`src/rtl/seg7_pkg.sv`:
```
// Shared types and constants for the 8-digit seven-segment scan driver.
// The hex decode table lives here so the decoder and any checker use one source.
package seg7_pkg;

    typedef enum logic {
        BLANK = 1'b0,
        SHOW  = 1'b1
    } state_t;

    localparam logic [7:0] AN_OFF  = 8'hFF;
    localparam logic [6:0] SEG_OFF = 7'h7F;

    // Active-high segments, bit6 = g ... bit0 = a
    function automatic logic [6:0] hex_to_seg(input logic [3:0] i_hex);
        logic [6:0] seg;
        case (i_hex)
            4'h0: seg = 7'b0111111;
            4'h1: seg = 7'b0000110;
            4'h2: seg = 7'b1011011;
            4'h3: seg = 7'b1001111;
            4'h4: seg = 7'b1100110;
            4'h5: seg = 7'b1101101;
            4'h6: seg = 7'b1111101;
            4'h7: seg = 7'b0000111;
            4'h8: seg = 7'b1111111;
            4'h9: seg = 7'b1101111;
            4'hA: seg = 7'b1110111;
            4'hB: seg = 7'b1111100;
            4'hC: seg = 7'b1011000;
            4'hD: seg = 7'b1011110;
            4'hE: seg = 7'b1111001;
            default: seg = 7'b1110001;
        endcase
        return seg;
    endfunction

endpackage

```
`src/rtl/seg7_scan_driver_if.sv`:
```
// Display data in, anode/cathode drive out. There is no valid/ready handshake:
// the slave samples the data inputs once per frame and the outputs are free-running.
interface seg7_scan_driver_if;
    import seg7_pkg::*;

    logic [31:0] data94;
    logic [7:0]  digit_en94;
    logic [7:0]  dp94;
    logic        lz_en94;
    logic [7:0]  an94;
    logic [6:0]  ssg94;
    logic        dp_out94;
    logic        frame_tick94;
    state_t      dbg_state;

    modport master (
        output data94, digit_en94, dp94, lz_en94,
        input  an94, ssg94, dp_out94, frame_tick94, dbg_state
    );

    modport slave (
        input  data94, digit_en94, dp94, lz_en94,
        output an94, ssg94, dp_out94, frame_tick94, dbg_state
    );

endinterface

```
`src/rtl/hex_to_seg7.sv`:
```
// Combinational 4-bit hex to active-high seven-segment decoder.
module hex_to_seg7
    import seg7_pkg::*;
(
    input  logic [3:0] i_hex,
    output logic [6:0] o_seg
);

    assign o_seg = hex_to_seg(i_hex);

endmodule

```
`src/rtl/seg7_scan_driver.sv`:
```
// Time-multiplexed 8-digit common-anode driver with per-slot blanking,
// leading-zero suppression and a once-per-frame input snapshot.
module seg7_scan_driver
    import seg7_pkg::*;
#(
    parameter int DIV_BITS     = 17,
    parameter int BLANK_CYCLES = 64
) (
    input  logic mclk94,
    input  logic rst94,
    seg7_scan_driver_if.slave bus
);

    localparam logic [DIV_BITS-1:0] BLANK_L = DIV_BITS'(BLANK_CYCLES);

    logic [DIV_BITS-1:0] r_div;
    logic [2:0]          r_idx;
    state_t              r_state;
    logic [31:0]         r_data_sh;
    logic [7:0]          r_en_sh;
    logic [7:0]          r_dp_sh;
    logic                r_lz_sh;
    logic [7:0]          r_an;
    logic [6:0]          r_ssg;
    logic                r_dp;
    logic                r_tick;

    logic [DIV_BITS-1:0] w_div_next;
    logic                w_wrap;
    logic                w_snap;
    logic [3:0]          w_nibble;
    logic                w_upper_zero;
    logic                w_suppress;
    logic                w_visible;
    logic [6:0]          w_seg;

    assign w_div_next   = r_div + 1'b1;
    assign w_wrap       = &r_div;
    assign w_snap       = (r_idx == 3'd0) && (r_div == '0);
    assign w_nibble     = r_data_sh[{r_idx, 2'b00} +: 4];
    // Nibbles idx..7 all zero means this digit is a leading zero
    assign w_upper_zero = ((r_data_sh >> {r_idx, 2'b00}) == 32'd0);
    assign w_suppress   = r_lz_sh && (r_idx != 3'd0) && w_upper_zero;
    assign w_visible    = (r_state == SHOW) && r_en_sh[r_idx] && !w_suppress;

    hex_to_seg7 u_dec (
        .i_hex (w_nibble),
        .o_seg (w_seg)
    );

    always_ff @(posedge mclk94 or posedge rst94) begin
        if (rst94) begin
            r_div     <= '0;
            r_idx     <= 3'd0;
            r_state   <= BLANK;
            r_data_sh <= 32'd0;
            r_en_sh   <= 8'd0;
            r_dp_sh   <= 8'd0;
            r_lz_sh   <= 1'b0;
            r_an      <= AN_OFF;
            r_ssg     <= SEG_OFF;
            r_dp      <= 1'b1;
            r_tick    <= 1'b0;
        end else begin
            r_div <= w_div_next;
            if (w_wrap) r_idx <= r_idx + 3'd1;

            case (r_state)
                BLANK:   if (w_div_next >= BLANK_L) r_state <= SHOW;
                SHOW:    if (w_wrap && (BLANK_L != '0)) r_state <= BLANK;
                default: r_state <= BLANK;
            endcase

            if (w_snap) begin
                r_data_sh <= bus.data94;
                r_en_sh   <= bus.digit_en94;
                r_dp_sh   <= bus.dp94;
                r_lz_sh   <= bus.lz_en94;
            end
            r_tick <= w_snap;

            // Registering the drive keeps anode switching glitch-free
            r_an  <= w_visible ? ~(8'b1 << r_idx) : AN_OFF;
            r_ssg <= w_visible ? ~w_seg : SEG_OFF;
            r_dp  <= w_visible ? ~r_dp_sh[r_idx] : 1'b1;
        end
    end

    assign bus.an94         = r_an;
    assign bus.ssg94        = r_ssg;
    assign bus.dp_out94     = r_dp;
    assign bus.frame_tick94 = r_tick;
    assign bus.dbg_state    = r_state;

endmodule

```
`src/flat_wrapper.sv`:
```
// flat-port wrapper written by rule: the top's interface ports become plain ports
module seg7_scan_driver_flat import seg7_pkg::*;
#(
    parameter int DIV_BITS     = 17,
    parameter int BLANK_CYCLES = 64
)
  (mclk94, rst94, bus_data94, bus_digit_en94, bus_dp94, bus_lz_en94, bus_an94, bus_ssg94, bus_dp_out94, bus_frame_tick94, bus_dbg_state);
  seg7_scan_driver_if bus_i ();
  input  logic mclk94;
  input  logic rst94;
  input wire logic [$bits(bus_i.data94)-1:0] bus_data94;
  input wire logic [$bits(bus_i.digit_en94)-1:0] bus_digit_en94;
  input wire logic [$bits(bus_i.dp94)-1:0] bus_dp94;
  input wire logic [$bits(bus_i.lz_en94)-1:0] bus_lz_en94;
  output wire logic [$bits(bus_i.an94)-1:0] bus_an94;
  output wire logic [$bits(bus_i.ssg94)-1:0] bus_ssg94;
  output wire logic [$bits(bus_i.dp_out94)-1:0] bus_dp_out94;
  output wire logic [$bits(bus_i.frame_tick94)-1:0] bus_frame_tick94;
  output wire logic [$bits(bus_i.dbg_state)-1:0] bus_dbg_state;
  assign bus_i.data94 = bus_data94;
  assign bus_i.digit_en94 = bus_digit_en94;
  assign bus_i.dp94 = bus_dp94;
  assign bus_i.lz_en94 = bus_lz_en94;
  assign bus_an94 = bus_i.an94;
  assign bus_ssg94 = bus_i.ssg94;
  assign bus_dp_out94 = bus_i.dp_out94;
  assign bus_frame_tick94 = bus_i.frame_tick94;
  assign bus_dbg_state = bus_i.dbg_state;
  seg7_scan_driver #(.DIV_BITS(DIV_BITS), .BLANK_CYCLES(BLANK_CYCLES)) u_core (.mclk94(mclk94), .rst94(rst94), .bus(bus_i));
endmodule
```
`config.mk`:
```
export PLATFORM = sky130hd
export DESIGN_NAME = seg7_scan_driver_flat
export DESIGN_NICKNAME = d
export VERILOG_FILES = /design/src/rtl/seg7_pkg.sv /design/src/rtl/seg7_scan_driver_if.sv /design/src/rtl/hex_to_seg7.sv /design/src/rtl/seg7_scan_driver.sv /design/src/flat_wrapper.sv
export SDC_FILE = /design/constraint.sdc
export NUM_CORES = 1
export LEC_CHECK = 0
export CAP_MARGIN = 20
export CORE_UTILIZATION = 53
export CTS_CLUSTER_SIZE = 14
export DETAILED_ROUTE_END_ITERATION = 8
export PLACE_DENSITY = 0.79
export REMOVE_ABC_BUFFERS = 1
export SLEW_MARGIN = 20
export SYNTH_ARGS = -nofsm -noshare
export SYNTH_HDL_FRONTEND = slang
export SYNTH_SLANG_ARGS = --single-unit
export TNS_END_PERCENT = 10
```
`constraint.sdc`:
```
create_clock -name mclk94 -period 3.21 [get_ports mclk94]
set_input_delay 0.642 -clock mclk94 [delete_from_list [all_inputs] [get_ports mclk94]]
set_output_delay 0.642 -clock mclk94 [all_outputs]
set_load 0.05 [all_outputs]
```
==> results_tabular.tex, run 1 <==
\begin{tabular}{lr}
\hline
Metric & Value \\
\hline
\multicolumn{2}{l}{\textbf{Timing}} \\
Final Hold Violating Endpoints & 0 \\
Slew @ Worst Pin & between 0.6 and 0.7 ns \\
Final Skew & between 0.01 and 0.015 ns \\
Highest achievable clock rate & 348 MHz \\
Setup Viol. Count Final & 0 \\
Max-slew violation count & 0 \\
Crit share post-route & 0.895 \\
Unrepaired setup endpoints after global routing & false \\
Post-layout min period & around 2.9 ns \\
Relative max-transition margin & 0.533 \\
\multicolumn{2}{l}{\textbf{Synth}} \\
Warnings, synthesis & 0 \\
Yosys reg bits & just under 90 \\
Post-synthesis average cell area & 13.0 um2 \\
Total standard cell area after synthesis & 0.00419 mm2 \\
Prevailing post-synth register cell & sky130\_fd\_sc\_hd\_\_dfrtp\_1 \\
Number of enable flip-flop cells after synthesis & 0 \\
Synth async-reset ratio & 1.00 \\
Proportion of synthesized chip area in sequential cells & 0.524 \\
Top cell type's share of synthesized area & 0.424 \\
Instance count of the mapped netlist & approximately 320 \\
Biggest area contributors in the synthesized netlist & sky130\_fd\_sc\_hd\_\_dfrtp\_1, sky130\_fd\_sc\_hd\_\_mux2\_2, sky130\_fd\_sc\_hd\_\_dfstp\_2 \\
Count of cell types in the netlist & 45 \\
Cell type with the largest total area after synthesis & sky130\_fd\_sc\_hd\_\_dfrtp\_1 \\
\multicolumn{2}{l}{\textbf{Placement}} \\
Cell Area, Placed & 0.00502 mm2 \\
Port-buffer cells & 68 \\
Weighted congestion at the end of routability-driven global placement & roughly 0.9 \\
Estimated wirelength of the detail-placed design & about 6.0 mm \\
\multicolumn{2}{l}{\textbf{Worst hold path}} \\
Kind of path behind the tightest hold check & register to register \\
\multicolumn{2}{l}{\textbf{Clocking}} \\
Maximum count of clock buffers along a single path & 2 \\
CTS sink count & 87 \\
Latest clock arrival within the worst-skew pair & 0.36 ns \\
Library cell used as clock root buffer & sky130\_fd\_sc\_hd\_\_clkbuf\_8 \\
Total of hold buffers inserted after clock tree synthesis & 0 \\
Clock input transition at the sequential cells of the worst setup and hold paths & $\sim$0.090 ns \\
Inserted Clock Buffers & 9 \\
Deepest level of the CTS H-tree & 3 \\
Clock tree from TritonCTS & built \\
\multicolumn{2}{l}{\textbf{Setup path}} \\
Worst setup path startpoint & u\_core.r\_idx[0] \\
Stage delay of the slowest cell on the critical path & 0.54 ns \\
Buffers \& Inverters on Critical Path & 1 \\
CP max-delay cell & sky130\_fd\_sc\_hd\_\_mux4\_2 \\
Endpoint of the worst register-to-register path & u\_core.bus.ssg94[2] \\
Required time of the critical path & approximately 3.5 ns \\
CP Cell Sequence & mux4\_2 > mux2\_2 > inv\_1 > ha\_1 > nand2\_1 > a2111oi\_0 > a211oi\_1 > a21o\_1 > o311ai\_0 \\
Register-to-register setup slack & about 0.34 ns \\
Number of cell instances on the worst register-to-register path & 9 \\
Number of logic stages on the critical path including buffering & 9 \\
RR Startpoint & u\_core.r\_idx[0] \\
Cell family contributing the most delay on the critical path & compound AO/OA/AOI/OAI gates \\
Critical Path Fanout Max & 13 \\
Class of the most critical setup path & register to register \\
Arrival time reported for the critical path endpoint & approximately 3.1 ns \\
Worst setup path endpoint & u\_core.bus.ssg94[2] \\
Category of the worst setup path launch point & register \\
Type of destination of the critical path & register \\
\multicolumn{2}{l}{\textbf{Finish}} \\
Highest-count cells in the layout ignoring fill and taps & sky130\_fd\_sc\_hd\_\_dfrtp\_1, sky130\_fd\_sc\_hd\_\_clkdlybuf4s50\_1, sky130\_fd\_sc\_hd\_\_mux2\_2, sky130\_fd\_sc\_hd\_\_nand2\_1, sky130\_fd\_sc\_hd\_\_dfstp\_2 \\
Most common cell after layout, fill and taps aside & sky130\_fd\_sc\_hd\_\_dfrtp\_1 \\
Layout Nets & around 460 \\
Reg area & approximately 0.0022 mm2 \\
Area used by multi-input combinational logic & $\sim$0.0019 mm2 \\
Share of layout cells above drive strength 1 & 0.261 \\
Number of filler cells placed in the layout & approximately 560 \\
Diodes inserted & 0 \\
Area growth syn-to-layout & 24.6\% \\
Final core occ & 0.680 \\
Final design area excluding fillers & roughly 0.0052 mm2 \\
\multicolumn{2}{l}{\textbf{Routing}} \\
Top Metal Used & met4 \\
DR pass1 iterations & 4 \\
Detailed-routing wirelength on met1 & 3.70 mm \\
Detail Route met2 WL & $\sim$4.2 mm \\
Detail-routed via count per cell & around 5.5 \\
Via count & $\sim$2.8k \\
WL met3 & 265 um \\
Average wire per standard cell & between 15 and 20 um \\
Post-detailed-route DRC marker count & 0 \\
Violation count after the first detailed-route iteration & roughly 110 \\
Antenna viol nets, final & 0 \\
Routed Wire Length & 8.28 mm \\
\multicolumn{2}{l}{\textbf{Global route}} \\
First-pass GRT wire length & around 14 mm \\
Vias in the first global route & between 2k and 3k \\
Overall routing resource usage & 0.223 \\
GR Overflow Total & 0 \\
Number of antenna violations at the first check in global routing & 0 \\
Maximum number of pins on one net before global-route repair & 50 \\
\multicolumn{2}{l}{\textbf{Power}} \\
IR Drop Worst-Case VDD & between 200 and 250 uV \\
Power density over cell area & approximately 400 mW/mm2 \\
Leakage power & 2.14 nW \\
Total Power & roughly 0.0021 W \\
\multicolumn{2}{l}{\textbf{Die}} \\
Horizontal die dimension & 91.0 um \\
Std cell rows & 32 \\
Core Box Area & a little under 0.008 mm2 \\
Overall die height & 91.0 um \\
Initial Utilization & 0.546 \\
Total I/O pin count & roughly 70 \\
Die Outline Area & a little over 0.008 mm2 \\
\multicolumn{2}{l}{\textbf{Run status}} \\
Run status & complete, no violations \\
\multicolumn{2}{l}{\textbf{Run}} \\
Number of violations of the max-capacitance limit & 0 \\
\hline
\end{tabular}
-- logic make-up after synthesis --
logic type                 count (synthesis)  synth area share
DFF                                       87             0.524
buffers and inverters                     24            0.0301
and+or+nand+nor                           89             0.112
adders and majority gates                 15            0.0447
xor gates and xnor gates                  16            0.0334
muxes                                     69             0.219
AOI/OAI and AO/OA                         23            0.0373
-- final cells by class --
type	instances	share of cell area
flip-flops and latches	87	0.421
well taps	102	0.0244
repair buffers	77	0.148
inverters	11	0.00814
clock inverters	7	0.0156
clock buffers	9	0.0237
multi-input cells	212	0.360
-- per-layer routing --
metal | global-route usage | up-vias
met4 | 0.0794 | 0
met1 | 0.296 | 1385
met5 | 0 | -
li1 | - | 1326
met2 | 0.369 | 59
met3 | 0.0419 | 14
-- where the power goes --
group / total (W) / switching, W / internal [W]
Sequential: 0.00115 / 0.0000232 / 0.00113
Clock: 0.000776 / 0.000406 / 0.000370
Combinational: 0.000163 / 0.0000623 / 0.000101
-- synth_stat cells, drive strengths merged, types with 3 or more instances --
cell type  count
nand4          5
a31oi          3
nand3         16
xnor2          8
mux2i          5
and2           3
a21oi          6
nand2         23
buf           10
clkbuf         3
mux2          52
nor3           6
ha            15
mux4          12
xor2           8
dfrtp         71
nor4          13
dfstp         16
o21ai          3
nor2          11
inv           11
-- registers in the layout, summed over array words and instances (netlist names) --
signal	count
u_core.r_dp_sh	8
u_core.bus.dbg_state	1
u_core.bus.frame_tick94	1
u_core.r_data_sh	32
u_core.bus.dp_out94	1
u_core.r_div	17
u_core.bus.an94	8
u_core.r_idx	3
u_core.r_lz_sh	1
u_core.r_en_sh	8
u_core.bus.ssg94	7
-- metrics by stage --
step / hold WS, ns / worst slack, ns / std cells / TNS, ns
2_1_floorplan: 0.450 / -1.45 / 310 / -70.09
5_1_grt: 0.524 / 0.105 / 505 / 0
4_1_cts: 0.490 / 0.235 / 505 / 0
6_report: 0.487 / 0.338 / 505 / 0
3_5_place_dp: 0.469 / 0.261 / 489 / 0
3_3_place_gp: 0.461 / 0.353 / 489 / 0
-- worst register-to-register path: stages, from the launching register on --
cell and delay (ns):
sky130_fd_sc_hd__dfrtp_2 0.48, sky130_fd_sc_hd__mux4_2 0.54, sky130_fd_sc_hd__mux2_2 0.34, sky130_fd_sc_hd__inv_1 0.14, sky130_fd_sc_hd__ha_1 0.19, sky130_fd_sc_hd__nand2_1 0.05, sky130_fd_sc_hd__a2111oi_0 0.34, sky130_fd_sc_hd__a211oi_1 0.15
sky130_fd_sc_hd__a21o_1 0.34, sky130_fd_sc_hd__o311ai_0 0.18
-- what timing repair did --
action,in CTS,in global routing
setup endpoints to repair,0,1
gates resized for setup,0,1
buffers inserted,0,0
-- worst min path at each step --
stage                                 start                end  slack, ns  cells past startpoint
after detailed placement  u_core.r_en_sh[6]  u_core.r_en_sh[6]       0.47                      1
after floorplan           u_core.r_en_sh[6]  u_core.r_en_sh[6]       0.45                      1
final                     u_core.r_en_sh[6]  u_core.r_en_sh[6]       0.49                      1
after CTS                 u_core.r_en_sh[6]  u_core.r_en_sh[6]       0.49                      1
after global routing      u_core.r_en_sh[6]  u_core.r_en_sh[6]       0.52                      1
after global placement    u_core.r_en_sh[6]  u_core.r_en_sh[6]       0.46                      1
No activity file was read; power rests on OpenSTA's default activity.
==> inputs of run 2 (changes only) <==
--- a/config.mk
+++ b/config.mk
@@ -8,5 +8,4 @@
 export CAP_MARGIN = 20
 export CORE_UTILIZATION = 53
-export CTS_CLUSTER_SIZE = 14
 export DETAILED_ROUTE_END_ITERATION = 8
 export PLACE_DENSITY = 0.79
==> constraint.sdc (replaced) <==
create_clock -name mclk94 -period 3.21 [get_ports mclk94]
set_input_delay 0.321 -clock mclk94 [delete_from_list [all_inputs] [get_ports mclk94]]
set_output_delay 0.321 -clock mclk94 [all_outputs]
set_load 0.05 [all_outputs]
==> results_tabular.tex, run 2 (same netlist as run 1, synthesis figures left out) <==
\begin{tabular}{lr}
\hline
Metric & Value \\
\hline
\multicolumn{2}{l}{\textbf{Finish}} \\
Final design area excluding fillers & 0.00521 mm2 \\
Non-filler instance count after layout & 505 \\
Final core occ & 0.678 \\
Register containing the most flip-flops in the final layout & u\_core.r\_data\_sh \\
Max reg flops & 32 \\
Top Registers & u\_core.r\_data\_sh: 32 flops, u\_core.r\_div: 17 flops \\
Highest-count cells in the layout ignoring fill and taps & sky130\_fd\_sc\_hd\_\_dfrtp\_1, sky130\_fd\_sc\_hd\_\_clkdlybuf4s50\_1, sky130\_fd\_sc\_hd\_\_mux2\_2, sky130\_fd\_sc\_hd\_\_nand2\_1, sky130\_fd\_sc\_hd\_\_dfstp\_2 \\
Diodes inserted & 0 \\
Layout Nets & 464 \\
Most common cell after layout, fill and taps aside & sky130\_fd\_sc\_hd\_\_dfrtp\_1 \\
Share of layout cells above drive strength 1 & 0.256 \\
Area growth syn-to-layout & 24.3\% \\
\multicolumn{2}{l}{\textbf{Global route}} \\
GR Overflow Total & 0 \\
Overall routing resource usage & 0.213 \\
Maximum number of pins on one net before global-route repair & 50 \\
Number of antenna violations at the first check in global routing & 0 \\
First-pass GRT wire length & 13.7 mm \\
Vias in the first global route & around 2.8k \\
\multicolumn{2}{l}{\textbf{Run status}} \\
Run status & complete, no violations \\
\multicolumn{2}{l}{\textbf{Clocking}} \\
Library cell used as clock root buffer & sky130\_fd\_sc\_hd\_\_clkbuf\_8 \\
Clock tree from TritonCTS & built \\
Latest clock arrival within the worst-skew pair & 0.35 ns \\
Post-CTS setup buffer count & 0 \\
Inserted Clock Buffers & 9 \\
Maximum count of clock buffers along a single path & 2 \\
CTS sink count & 87 \\
Deepest level of the CTS H-tree & 3 \\
Clock input transition at the sequential cells of the worst setup and hold paths & about 0.08 ns \\
\multicolumn{2}{l}{\textbf{Setup path}} \\
Endpoint of the worst register-to-register path & u\_core.bus.ssg94[2] \\
Register-to-register setup slack & $\sim$0.32 ns \\
Arrival time reported for the critical path endpoint & about 3.1 ns \\
Stage delay of the slowest cell on the critical path & about 0.54 ns \\
RR Startpoint & u\_core.r\_idx[0] \\
Type of destination of the critical path & register \\
CP max-delay cell & sky130\_fd\_sc\_hd\_\_mux4\_2 \\
Required time of the critical path & $\sim$3.5 ns \\
CP Cell Sequence & mux4\_2 > mux2\_2 > inv\_1 > ha\_1 > nand2\_1 > a2111oi\_0 > a211oi\_1 > a21o\_1 > o311ai\_0 \\
Class of the most critical setup path & register to register \\
Category of the worst setup path launch point & register \\
Critical Path Fanout Max & 13 \\
Number of cell instances on the worst register-to-register path & 9 \\
\multicolumn{2}{l}{\textbf{Run}} \\
Number of violations of the max-capacitance limit & 0 \\
\multicolumn{2}{l}{\textbf{Die}} \\
Total I/O pin count & 69 \\
Overall die height & between 90 and 100 um \\
Horizontal die dimension & between 90 and 100 um \\
Die Outline Area & 0.00827 mm2 \\
Std cell rows & 32 \\
Initial Utilization & 0.546 \\
Core Box Area & just under 0.008 mm2 \\
\multicolumn{2}{l}{\textbf{Routing}} \\
Antenna viol nets, final & 0 \\
Detail-routed via count per cell & approximately 5.4 \\
Via count & around 2.7k \\
Routed Wire Length & just under 8 mm \\
Post-detailed-route DRC marker count & 0 \\
DR pass1 iterations & 4 \\
Average wire per standard cell & 15.7 um \\
Violation count after the first detailed-route iteration & 105 \\
\multicolumn{2}{l}{\textbf{Placement}} \\
Cell Area, Placed & 0.00502 mm2 \\
Number of cells after detailed placement & roughly 500 \\
Estimated wirelength of the detail-placed design & about 6 mm \\
Weighted congestion at the end of routability-driven global placement & $\sim$0.88 \\
Port-buffer cells & 68 \\
\multicolumn{2}{l}{\textbf{Power}} \\
Leakage power & about 2.1 nW \\
IR Drop Worst-Case VDD & about 210 uV \\
Power density over cell area & around 400 mW/mm2 \\
\multicolumn{2}{l}{\textbf{Timing}} \\
Highest achievable clock rate & roughly 350 MHz \\
Final Hold Violating Endpoints & 0 \\
Relative max-transition margin & 0.466 \\
Max-slew violation count & 0 \\
Crit share post-route & 0.899 \\
Setup Viol. Count Final & 0 \\
Final Skew & around 0.0096 ns \\
Slew @ Worst Pin & between 0.7 and 0.8 ns \\
Post-layout min period & 2.89 ns \\
Unrepaired setup endpoints after global routing & false \\
\multicolumn{2}{l}{\textbf{Worst hold path}} \\
Kind of path behind the tightest hold check & primary input to asynchronous set/reset pin \\
\hline
\end{tabular}
-- run 2: changes by cell type in the layout (fill, tap and decap cells not counted) --
cell,change
sky130_fd_sc_hd__inv_6,-1
sky130_fd_sc_hd__inv_8,-1
sky130_fd_sc_hd__clkinvlp_4,+2
sky130_fd_sc_hd__clkinv_4,-2
sky130_fd_sc_hd__clkbuf_1,+2
-- run 2: timing repair --
action | CTS | global route
hold buffers | 0 | 0
resized for setup | 0 | 1
setup endpoints to repair | 0 | 1
-- run 2: how the worst max path moves through the flow --
stage                          startpoint             endpoint  slack, ns  depth (start not counted)
after floorplan           u_core.r_idx[0]  u_core.r_data_sh[0]      -1.45                          6
final                     u_core.r_idx[0]  u_core.bus.ssg94[2]       0.32                          9
after detailed placement  u_core.r_idx[0]  u_core.bus.ssg94[2]       0.25                          9
after global placement    u_core.r_idx[0]  u_core.bus.ssg94[2]       0.32                          9
after CTS                 u_core.r_idx[0]  u_core.bus.ssg94[2]       0.21                          9
after global routing      u_core.r_idx[0]  u_core.bus.ssg94[2]       0.05                          9
-- run 2: layout make-up --
cell class	count	area, um2
fillers	588	2480
clock inverters	5	58.8
repair buffers	77	773
flip-flops and latches	87	2200
well taps	102	128
multi-input cells	212	1880
inverters	11	42.5
clock buffers	11	131
-- run 2: worst max-delay path, delay by kind of cell, from the launching register on --
kind | cells | cell delay (ns)
buffers and inverters | 1 | 0.14
muxes | 2 | 0.88
and+or+nand+nor | 1 | 0.05
adders and majority gates | 1 | 0.19
DFF | 1 | 0.49
AOI/OAI and AO/OA | 4 | 1.02
-- run 2: power breakdown --
group	switching, W	internal (W)	leakage, nW
logic	0.0000606	0.000100	1.00
registers	0.0000226	0.00113	1.03
clock network	0.000376	0.000360	0.0895
total	0.000459	0.00159	2.12
-- run 2: per-stage QoR --
step / total power (W) / setup WS (ns) / setup TNS [ns] / hold WS [ns]
finish: 0.00205 / 0.325 / 0 / 0.415
global route: 0.00213 / 0.0487 / 0 / 0.467
CTS: 0.00207 / 0.207 / 0 / 0.426
detailed placement: 0.00133 / 0.248 / 0 / 0.473
global placement: 0.00133 / 0.321 / 0 / 0.461
floorplan: 0.00124 / -1.45 / -70.09 / 0.450
-- run 2: routing by layer --
layer | global-route usage | wire [um] | share of wire | up-vias
met3 | 0.0511 | 296 | 0.037 | 9
met2 | 0.332 | 3770 | 0.48 | 70
met4 | 0.0688 | 121 | 0.015 | 0
li1 | - | - | - | 1329
met5 | 0 | 0 | 0 | -
met1 | 0.296 | 3720 | 0.47 | 1340
==> inputs of run 3 (changes only) <==
Settings changed: CORE_MARGIN set to 2.
==> results_tabular.tex, run 3 (same netlist as run 1, synthesis figures left out) <==
\begin{tabular}{lr}
\hline
Metric & Value \\
\hline
\multicolumn{2}{l}{\textbf{Run status}} \\
Run status & complete, no violations \\
\multicolumn{2}{l}{\textbf{Timing}} \\
Unrepaired setup endpoints after global routing & false \\
Max-slew violation count & 0 \\
Final worst setup slack & 0.224 ns \\
Final Skew & about 0.012 ns \\
Relative max-transition margin & 0.613 \\
Final Hold Violating Endpoints & 0 \\
Crit share post-route & 0.930 \\
Post-layout min period & 2.99 ns \\
Setup Viol. Count Final & 0 \\
Highest achievable clock rate & 335 MHz \\
Slew @ Worst Pin & roughly 0.58 ns \\
\multicolumn{2}{l}{\textbf{Setup path}} \\
Endpoint of the worst register-to-register path & u\_core.bus.ssg94[2] \\
Register-to-register setup slack & 0.22 ns \\
Class of the most critical setup path & register to register \\
Number of cell instances on the worst register-to-register path & 9 \\
Category of the worst setup path launch point & register \\
RR Startpoint & u\_core.r\_idx[0] \\
Arrival time reported for the critical path endpoint & 3.24 ns \\
Buffers \& Inverters on Critical Path & 1 \\
CP max-delay cell & sky130\_fd\_sc\_hd\_\_dfrtp\_1 \\
Cell family contributing the most delay on the critical path & compound AO/OA/AOI/OAI gates \\
Stage delay of the slowest cell on the critical path & 0.56 ns \\
Critical Path Fanout Max & 13 \\
Type of destination of the critical path & register \\
Required time of the critical path & 3.46 ns \\
Number of logic stages on the critical path including buffering & 9 \\
CP Cell Sequence & mux4\_2 > mux2\_2 > inv\_1 > ha\_1 > nand2\_1 > a2111oi\_0 > a211oi\_1 > a21o\_1 > o311ai\_0 \\
\multicolumn{2}{l}{\textbf{Global route}} \\
First-pass GRT wire length & approximately 14 mm \\
Number of antenna violations at the first check in global routing & 0 \\
Overall routing resource usage & 0.206 \\
GR Overflow Total & 0 \\
Maximum number of pins on one net before global-route repair & 88 \\
Vias in the first global route & between 2k and 3k \\
\multicolumn{2}{l}{\textbf{Clocking}} \\
Clock input transition at the sequential cells of the worst setup and hold paths & around 0.080 ns \\
Maximum count of clock buffers along a single path & 2 \\
Inserted Clock Buffers & 9 \\
Clock tree from TritonCTS & built \\
Count of cells resized by post-cts repair & 0 \\
CTS sink count & just under 90 \\
Total of hold buffers inserted after clock tree synthesis & 0 \\
Deepest level of the CTS H-tree & 3 \\
Post-CTS setup buffer count & 0 \\
Latest clock arrival within the worst-skew pair & 0.36 ns \\
Library cell used as clock root buffer & sky130\_fd\_sc\_hd\_\_clkbuf\_8 \\
\multicolumn{2}{l}{\textbf{Die}} \\
Core Box Area & roughly 0.0077 mm2 \\
Initial Utilization & 0.546 \\
Overall die height & a little over 90 um \\
Total I/O pin count & 69 \\
Std cell rows & 32 \\
Horizontal die dimension & $\sim$93 um \\
Die Outline Area & about 0.0086 mm2 \\
\multicolumn{2}{l}{\textbf{Placement}} \\
Estimated wirelength of the detail-placed design & between 6 and 7 mm \\
Placement-stage worst setup slack & approximately 0.28 ns \\
Weighted congestion at the end of routability-driven global placement & roughly 0.90 \\
Number of cells after detailed placement & just under 500 \\
Port-buffer cells & 68 \\
\multicolumn{2}{l}{\textbf{Power}} \\
Power density over cell area & approximately 400 mW/mm2 \\
IR Drop Worst-Case VDD & around 270 uV \\
Leakage power & approximately 2.1 nW \\
Total Power & 0.00210 W \\
\multicolumn{2}{l}{\textbf{Routing}} \\
Antenna viol nets, final & 0 \\
DR pass1 iterations & 4 \\
Average wire per standard cell & roughly 16 um \\
Routed Wire Length & between 8 and 9 mm \\
Violation count after the first detailed-route iteration & between 100 and 150 \\
Via count & about 2.8k \\
Post-detailed-route DRC marker count & 0 \\
Detail-routed via count per cell & 5.55 \\
\multicolumn{2}{l}{\textbf{Finish}} \\
Highest-count cells in the layout ignoring fill and taps & sky130\_fd\_sc\_hd\_\_dfrtp\_1, sky130\_fd\_sc\_hd\_\_clkdlybuf4s50\_1, sky130\_fd\_sc\_hd\_\_mux2\_2, sky130\_fd\_sc\_hd\_\_nand2\_1, sky130\_fd\_sc\_hd\_\_dfstp\_2 \\
Share of layout cells above drive strength 1 & 0.251 \\
Register containing the most flip-flops in the final layout & u\_core.r\_data\_sh \\
Most common cell after layout, fill and taps aside & sky130\_fd\_sc\_hd\_\_dfrtp\_1 \\
Layout Nets & $\sim$460 \\
Max reg flops & 32 \\
Area growth syn-to-layout & 24.5\% \\
Top Registers & u\_core.r\_data\_sh: 32 flops, u\_core.r\_div: 17 flops \\
Diodes inserted & 0 \\
Non-filler instance count after layout & about 500 \\
\multicolumn{2}{l}{\textbf{Run}} \\
Number of violations of the max-capacitance limit & 0 \\
\multicolumn{2}{l}{\textbf{Worst hold path}} \\
Kind of path behind the tightest hold check & primary input to asynchronous set/reset pin \\
\hline
\end{tabular}
## run 3: cell count changes in the layout (fill, tap and decap cells not counted)
| cell | change |
|---|---|
| sky130_fd_sc_hd__clkinv_2 | +1 |
| sky130_fd_sc_hd__dfrtp_1 | +1 |
| sky130_fd_sc_hd__bufinv_16 | +1 |
| sky130_fd_sc_hd__clkinvlp_4 | -2 |
| sky130_fd_sc_hd__dfrtp_2 | -1 |
| sky130_fd_sc_hd__clkinv_4 | -1 |
| sky130_fd_sc_hd__clkinv_1 | +1 |
| sky130_fd_sc_hd__clkbuf_1 | -1 |
## run 3: tightest hold or removal path, stage by stage
cell                              delay (ns)
sky130_fd_sc_hd__clkdlybuf4s50_1        0.42
sky130_fd_sc_hd__clkinv_2               0.07
sky130_fd_sc_hd__buf_12                 0.35
## run 3: layout make-up
| cell class | instances | area [um2] |
|---|---|---|
| clock buffer | 10 | 128 |
| multi-input combinational | 212 | 1880 |
| sequential | 87 | 2200 |
| clock inverter | 5 | 73.8 |
| inverter | 11 | 42.5 |
| tap | 102 | 128 |
| fill | 577 | 2470 |
| timing repair buffer | 77 | 773 |
## run 3: per-stage QoR
stage,hold slack [ns],util,TNS [ns],instance area [um2]
finish,0.367,0.679,0,5220
global route,0.418,0.679,0,5220
CTS,0.391,0.679,0,5220
detailed placement,0.475,0.653,0,5020
global placement,0.467,0.653,0,5020
floorplan,0.450,-,-70.09,4110
## run 3: where the power goes
part	internal, W	switching, W
Sequential	0.00113	0.0000231
Clock	0.000429	0.000362
Combinational	0.000101	0.0000617
## run 3: how the worst max path moves through the flow
stage,startpoint,end
2_1_floorplan,u_core.r_idx[0],u_core.r_data_sh[0]
3_3_place_gp,u_core.r_idx[0],u_core.bus.ssg94[2]
3_5_place_dp,u_core.r_idx[0],u_core.bus.ssg94[2]
4_1_cts,u_core.r_idx[0],u_core.bus.ssg94[2]
5_1_grt,u_core.r_idx[0],u_core.bus.ssg94[2]
6_report,u_core.r_idx[0],u_core.bus.ssg94[2]
## run 3: per-layer routing
metal	GRT usage	part of all wire
met1	0.271	0.44
met2	0.341	0.50
met3	0.0407	0.047
met4	0.0772	0.015
met5	0	0
